--- config.mk ---
export PLATFORM = sky130hd
export DESIGN_NAME = sprite_loader_flat
export DESIGN_NICKNAME = d
export VERILOG_FILES = /design/src/rtl/sprite_pkg.sv /design/src/rtl/sprite_loader_if.sv /design/src/rtl/sprite_addr_counter.sv /design/src/rtl/sprite_loader.sv /design/src/flat_wrapper.sv
export SDC_FILE = /design/constraint.sdc
export NUM_CORES = 1
export LEC_CHECK = 0
export CAP_MARGIN = 20
export CORE_AREA = 4 4 60 62
export DETAILED_ROUTE_END_ITERATION = 8
export DIE_AREA = 0 0 64 66
export DONT_BUFFER_PORTS = 1
export GPL_TIMING_DRIVEN = 0
export HOLD_SLACK_MARGIN = 0.15
export PLACE_DENSITY = 0.74
export SYNTH_ARGS = -nofsm -noshare
export SYNTH_HDL_FRONTEND = slang
export SYNTH_SLANG_ARGS = --single-unit
--- constraint.sdc ---
create_clock -name clk -period 1.65 [get_ports clk]
set_input_delay 0.33 -clock clk [delete_from_list [all_inputs] [get_ports clk]]
set_output_delay 0.33 -clock clk [all_outputs]
set_load 0.05 [all_outputs]
--- src/rtl/sprite_pkg.sv ---
// Constants and FSM encoding shared by the sprite loader, the sprite memory and the RGB
// output path.
package sprite_pkg;

    localparam int DATA_BITS    = 12;
    localparam int ADDR_BITS    = 10;
    localparam int ELEMENT_BITS = 3;
    localparam int SPRITE_WORDS = 400;

    typedef enum logic [1:0] {
        ST_IDLE   = 2'd0,
        ST_STREAM = 2'd1,
        ST_DONE   = 2'd2
    } loader_state_e;

endpackage : sprite_pkg

--- src/rtl/sprite_loader_if.sv ---
// Pixel stream handshake plus sprite-memory write port.
// The loader sits on the slave side; the host and the memory sit on the master side.
interface sprite_loader_if #(
    parameter int ELEMENT_BITS = sprite_pkg::ELEMENT_BITS,
    parameter int ADDR_BITS    = sprite_pkg::ADDR_BITS,
    parameter int DATA_BITS    = sprite_pkg::DATA_BITS
);
    logic                    in_valid;
    logic [DATA_BITS-1:0]    in_data;
    logic                    in_ready;
    logic                    write_enable;
    logic [ELEMENT_BITS-1:0] write_element;
    logic [ADDR_BITS-1:0]    write_address;
    logic [DATA_BITS-1:0]    write_data;

    modport slave (
        input  in_valid, in_data,
        output in_ready, write_enable, write_element, write_address, write_data
    );

    modport master (
        output in_valid, in_data,
        input  in_ready, write_enable, write_element, write_address, write_data
    );
endinterface : sprite_loader_if

--- src/rtl/sprite_addr_counter.sv ---
// Word address counter for one sprite load.
// Clear has priority over increment, and last_o flags the final word of the sprite.
module sprite_addr_counter #(
    parameter int ADDR_BITS    = sprite_pkg::ADDR_BITS,
    parameter int SPRITE_WORDS = sprite_pkg::SPRITE_WORDS
) (
    input  logic                 clk,
    input  logic                 rst_n,
    input  logic                 clear_i,
    input  logic                 inc_i,
    output logic [ADDR_BITS-1:0] count_o,
    output logic                 last_o
);
    localparam logic [ADDR_BITS-1:0] LAST_ADDR = ADDR_BITS'(SPRITE_WORDS - 1);

    logic [ADDR_BITS-1:0] count_q;
    logic [ADDR_BITS-1:0] count_d;

    // next count: clear, step or hold
    always_comb begin
        count_d = count_q;
        if (clear_i) begin
            count_d = '0;
        end else if (inc_i) begin
            count_d = count_q + ADDR_BITS'(1);
        end else begin
            count_d = count_q;
        end
    end

    // count register
    always_ff @(posedge clk or negedge rst_n) begin
        if (!rst_n) begin
            count_q <= '0;
        end else begin
            count_q <= count_d;
        end
    end

    assign count_o = count_q;
    assign last_o  = (count_q == LAST_ADDR);

endmodule : sprite_addr_counter

--- src/rtl/sprite_loader.sv ---
// Streams handshaked pixels into one sprite slot of the sprite memory.
// Optionally holds off the stream during active video so displayed sprites never tear.
module sprite_loader
    import sprite_pkg::*;
#(
    parameter int ELEMENT_BITS = sprite_pkg::ELEMENT_BITS,
    parameter int ADDR_BITS    = sprite_pkg::ADDR_BITS,
    parameter int DATA_BITS    = sprite_pkg::DATA_BITS,
    parameter int SPRITE_WORDS = sprite_pkg::SPRITE_WORDS,
    parameter bit BLANK_ONLY   = 1'b1
) (
    input  logic                    clk,
    input  logic                    reset,
    input  logic                    start,
    input  logic [ELEMENT_BITS-1:0] start_element,
    input  logic                    abort,
    input  logic                    video_enable,
    output logic                    busy,
    output logic                    done,
    sprite_loader_if.slave          bus
);
    loader_state_e           state_q;
    logic [ELEMENT_BITS-1:0] element_q;
    logic                    busy_q;
    logic                    done_q;
    logic                    we_q;
    logic [ELEMENT_BITS-1:0] wr_element_q;
    logic [ADDR_BITS-1:0]    wr_address_q;
    logic [DATA_BITS-1:0]    wr_data_q;

    logic [ADDR_BITS-1:0]    count_s;
    logic                    last_s;
    logic                    ready_s;
    logic                    xfer_s;
    logic                    launch_s;

    // handshake decode; abort beats start so an aborted request never launches
    always_comb begin
        ready_s  = (state_q == ST_STREAM) && (!video_enable || !BLANK_ONLY);
        xfer_s   = ready_s && bus.in_valid;
        launch_s = (state_q == ST_IDLE) && start && !abort;
    end

    sprite_addr_counter #(
        .ADDR_BITS    (ADDR_BITS),
        .SPRITE_WORDS (SPRITE_WORDS)
    ) u_addr_counter (
        .clk     (clk),
        .rst_n   (reset),
        .clear_i (launch_s),
        .inc_i   (xfer_s),
        .count_o (count_s),
        .last_o  (last_s)
    );

    // load FSM with registered write port and status
    always_ff @(posedge clk or negedge reset) begin
        if (!reset) begin
            state_q      <= ST_IDLE;
            element_q    <= '0;
            busy_q       <= 1'b0;
            done_q       <= 1'b0;
            we_q         <= 1'b0;
            wr_element_q <= '0;
            wr_address_q <= '0;
            wr_data_q    <= '0;
        end else begin
            // a beat accepted in the abort cycle is still written
            we_q   <= xfer_s;
            done_q <= 1'b0;
            if (xfer_s) begin
                wr_element_q <= element_q;
                wr_address_q <= count_s;
                wr_data_q    <= bus.in_data;
            end
            case (state_q)
                ST_IDLE: begin
                    if (launch_s) begin
                        element_q <= start_element;
                        state_q   <= ST_STREAM;
                        busy_q    <= 1'b1;
                    end else begin
                        busy_q    <= 1'b0;
                    end
                end
                ST_STREAM: begin
                    if (abort) begin
                        state_q <= ST_IDLE;
                        busy_q  <= 1'b0;
                    end else if (xfer_s && last_s) begin
                        state_q <= ST_DONE;
                        done_q  <= 1'b1;
                        busy_q  <= 1'b1;
                    end else begin
                        busy_q  <= 1'b1;
                    end
                end
                ST_DONE: begin
                    state_q <= ST_IDLE;
                    busy_q  <= 1'b0;
                end
                default: begin
                    state_q <= ST_IDLE;
                    busy_q  <= 1'b0;
                end
            endcase
        end
    end

    assign bus.in_ready      = ready_s;
    assign bus.write_enable  = we_q;
    assign bus.write_element = wr_element_q;
    assign bus.write_address = wr_address_q;
    assign bus.write_data    = wr_data_q;
    assign busy              = busy_q;
    assign done              = done_q;

endmodule : sprite_loader
--- src/flat_wrapper.sv ---
// flat-port wrapper written by rule: the top's interface ports become plain ports
module sprite_loader_flat import sprite_pkg::*;
#(
    parameter int ELEMENT_BITS = sprite_pkg::ELEMENT_BITS,
    parameter int ADDR_BITS    = sprite_pkg::ADDR_BITS,
    parameter int DATA_BITS    = sprite_pkg::DATA_BITS,
    parameter int SPRITE_WORDS = sprite_pkg::SPRITE_WORDS,
    parameter bit BLANK_ONLY   = 1'b1
)
  (clk, reset, start, start_element, abort, video_enable, busy, done, bus_in_valid, bus_in_data, bus_in_ready, bus_write_enable, bus_write_element, bus_write_address, bus_write_data);
  sprite_loader_if #(.ELEMENT_BITS(ELEMENT_BITS), .ADDR_BITS(ADDR_BITS), .DATA_BITS(DATA_BITS)) bus_i ();
  input  logic clk;
  input  logic reset;
  input  logic start;
  input  logic [ELEMENT_BITS-1:0] start_element;
  input  logic abort;
  input  logic video_enable;
  output logic busy;
  output logic done;
  input wire logic [$bits(bus_i.in_valid)-1:0] bus_in_valid;
  input wire logic [$bits(bus_i.in_data)-1:0] bus_in_data;
  output wire logic [$bits(bus_i.in_ready)-1:0] bus_in_ready;
  output wire logic [$bits(bus_i.write_enable)-1:0] bus_write_enable;
  output wire logic [$bits(bus_i.write_element)-1:0] bus_write_element;
  output wire logic [$bits(bus_i.write_address)-1:0] bus_write_address;
  output wire logic [$bits(bus_i.write_data)-1:0] bus_write_data;
  assign bus_i.in_valid = bus_in_valid;
  assign bus_i.in_data = bus_in_data;
  assign bus_in_ready = bus_i.in_ready;
  assign bus_write_enable = bus_i.write_enable;
  assign bus_write_element = bus_i.write_element;
  assign bus_write_address = bus_i.write_address;
  assign bus_write_data = bus_i.write_data;
  sprite_loader #(.ELEMENT_BITS(ELEMENT_BITS), .ADDR_BITS(ADDR_BITS), .DATA_BITS(DATA_BITS), .SPRITE_WORDS(SPRITE_WORDS), .BLANK_ONLY(BLANK_ONLY)) u_core (.clk(clk), .reset(reset), .start(start), .start_element(start_element), .abort(abort), .video_enable(video_enable), .busy(busy), .done(done), .bus(bus_i));
endmodule
==> summary.txt <==
Met3 track demand over resource in global routing: 0.0578
Routability-driven placement congestion ratio: 0.750
Bufs on Longest Clock Path: 2
Share of flip-flops with an asynchronous set or reset: 1.00
H-Tree Level Count: 2
Number of flip-flops and latches in the synthesized netlist: 43
DRC marker count from the first detailed-route iteration: 56
Remaining global-route overflow: 0
Final critical-path setup slack: -0.0169 ns
Synth Warn #: 0
Horizontal die dimension: 64 um
Synthesis-to-layout area growth: 20.8%
Post-layout utilization of the core: 0.714
Sum of negative setup slack: -0.0169 ns
Die height: 66 um
Post-detailed-route via-to-cell ratio: 5.27
Family with the most delay on the worst path: simple AND/OR/NAND/NOR gates
Library cell with the largest summed area after synthesis: sky130_fd_sc_hd__dfrtp_1
Chain of cells forming the critical path: nor3b_4
Cells taking the most area after synthesis: sky130_fd_sc_hd__dfrtp_1, sky130_fd_sc_hd__nand2_1, sky130_fd_sc_hd__nor4_2
Shortest clock period the worst path allows after layout: 1.67 ns
Commonest cells after routing, fill and taps aside: sky130_fd_sc_hd__nand2_1, sky130_fd_sc_hd__dfrtp_1, sky130_fd_sc_hd__dlygate4sd3_1
Measured slew at the worst slew-check pin: 0.587 ns
Synthesized Nets: 209
Antenna diode instance count: 0
Cell type of the slowest stage on the worst timing path: sky130_fd_sc_hd__nor3b_4
Unrepaired setup endpoints after global routing: true
Failing checks: negative setup slack
Total number of vias: 1,371
Antenna-violating nets left: 0
Capturing element type of the critical path: output port
Starting Density: 0.591
Core outline area: 3030 sq um
Leakage power of the design: 1.07 nW
Wire length of the first global-routing pass: 6540 um
Detailed-router iteration count before antenna repair: 4
DRC errors left: 0
Number of global-route vias before repair: 1,463
EDFF count, synth: 0
Crit start category: flip-flop
Most heavily used metal layer in global routing: met2
Count of buffers from port buffering: 0
Standard-cell row count: 20
Die footprint: 4220 sq um
Cell area power density: 1100 nW/um^2
Startpoint-to-endpoint class of the critical path: flip-flop to output port
Share of the synthesized area in the top cell type: 0.601
Root buffer cell: sky130_fd_sc_hd__clkbuf_4
Achievable Freq: 0.600 GHz
Largest net degree at the start of global routing: 44
HPWL reported at the end of detailed placement: 2620 um
Clock transition at the registers of the reported paths: 0.12 ns
Post-Place Setup Slack: 0.0802 ns
Met2 usage in global routing: 0.369
Clock net sink count: 43
Syn Std Cell Area: 1790 sq um
Skew final: 0.00416 ns
Worst path arrival time: 1.34 ns
Setup violation total in the final timing report: 1
Fraction of final layout cells sized beyond drive strength 1: 0.106
Maximum fanout along the worst path: 5
Number of placed I/O pins: 50
# nets final: 237
Antenna violations before repair: 0
Post-DR wirelength/cell: 14.9 um
R2R Setup Slk: 0.11 ns
Max-slew headroom: 0.608
Worst-skew pair later-pin latency: 0.35 ns
Synthesized netlist cell count: 187
Most common cell after layout, fill and taps aside: sky130_fd_sc_hd__nand2_1
Buffers & Inverters on Critical Path: 0
Finished Layout Cells: 260
Outcome: complete, but fails checks
FILL cells: 235
CTS tree: built
Largest stage delay, worst path: 0.52 ns
Final Hold Vio Count: 0
Count of unique library cells instantiated by Yosys: 27
Clock buffer count from CTS: 5
Class of the tightest hold or removal check: input port to flip-flop
GRT Overall Usage: 0.204
Most common flop cell mapped by yosys: sky130_fd_sc_hd__dfrtp_1
Post-route total power: 0.00239 W
Final count of pins violating max slew: 0
Routing usage on met1: 0.222
Sequential share of the synthesized area: 0.601
IR Drop Worst-Case VDD: 825 uV
DP Cell Count: 231
Aggregate routed wire length: 3860 um
Mean instance size in the synthesized netlist: 9.57 sq um
Max-Cap Viols: 0
Data required time at the worst endpoint: 1.32 ns
Period Utilization, post-route: 1.01
timing repair:
item                                    CTS  global route
endpoints found under the setup margin    1            11
pin swaps                                 1             0
gates resized for setup                   3             3
hold buffers                             19             0
buffers inserted                          1             1
hold endpoints to repair                 59             0
path summary, 6_finish.rpt:
kind	to	start	cells after the start
hold / removal	u_core.element_q[2]	abort	3
setup / recovery	bus_in_ready	u_core.state_q[1]	1
min in group asynchronous	u_core.bus.write_data[8]	reset	2
max in group asynchronous	u_core.state_q[0]	reset	2
hold reg to reg	u_core.bus.write_element[1]	u_core.element_q[1]	2
setup reg to reg	u_core.u_addr_counter.count_o[6]	u_core.state_q[1]	5
stage by stage:
stage	area (sq um)	hold WS, ns
after global placement	1850	0.0355
after global routing	2160	0.202
after detailed placement	1850	0.0353
final	2160	0.160
after CTS	2150	0.152
after floorplan	1790	0.0344
flip-flops by register name, summed over array words and instances (netlist names):
name and flops:
u_core.state_q 2, u_core.bus.write_data 12, u_core.bus.write_element 3, u_core.busy 1, u_core.u_addr_counter.count_o 10, u_core.bus.write_enable 1
u_core.bus.write_address 10, u_core.done 1, u_core.element_q 3
final cells by class:
| cell class | count | area (sq um) | share of cell area |
|---|---|---|---|
| multi-input combinational | 133 | 677 | 0.313 |
| tap | 44 | 55.1 | 0.0255 |
| inverter | 2 | 7.51 | 0.00347 |
| sequential | 43 | 1080 | 0.499 |
| timing repair buffer | 21 | 228 | 0.105 |
| clock buffer | 8 | 68.8 | 0.0318 |
| buffer | 9 | 46.3 | 0.0214 |
report_power, final:
part | switching [W] | total, W | internal, W
Sequential | 0.000408 | 0.00157 | 0.00116
Clock | 0.000327 | 0.000578 | 0.000251
Combinational | 0.000128 | 0.000240 | 0.000112
synth_stat cells, types with 3 or more instances:
library cell and number:
sky130_fd_sc_hd__or4_1 4, sky130_fd_sc_hd__a21oi_1 7, sky130_fd_sc_hd__buf_2 3, sky130_fd_sc_hd__o31ai_1 3, sky130_fd_sc_hd__o21ai_0 3, sky130_fd_sc_hd__nand2_1 90, sky130_fd_sc_hd__dfrtp_1 43, sky130_fd_sc_hd__clkbuf_1 5
sky130_fd_sc_hd__nor4_2 3, sky130_fd_sc_hd__nand3_1 3
logic make-up after synthesis:
| kind of cell | Yosys count | share of synthesized area |
|---|---|---|
| AND/OR/NAND/NOR | 114 | 0.297 |
| flip-flops | 43 | 0.601 |
| AO/OA/AOI/OAI | 15 | 0.0489 |
| buffers and inverters | 11 | 0.0294 |
| multiplexers | 2 | 0.0112 |
| XOR/XNOR | 1 | 0.00490 |
| adder cells (fa/ha/maj) | 1 | 0.00699 |
per-layer routing:
metal	up-vias	share of wire	wire [um]
met1	652	0.40	1550
li1	668	-	-
met2	41	0.52	2020
met4	0	0.020	76
met3	10	0.056	215
met5	-	0	0
No activity file was read; power rests on OpenSTA's default activity.
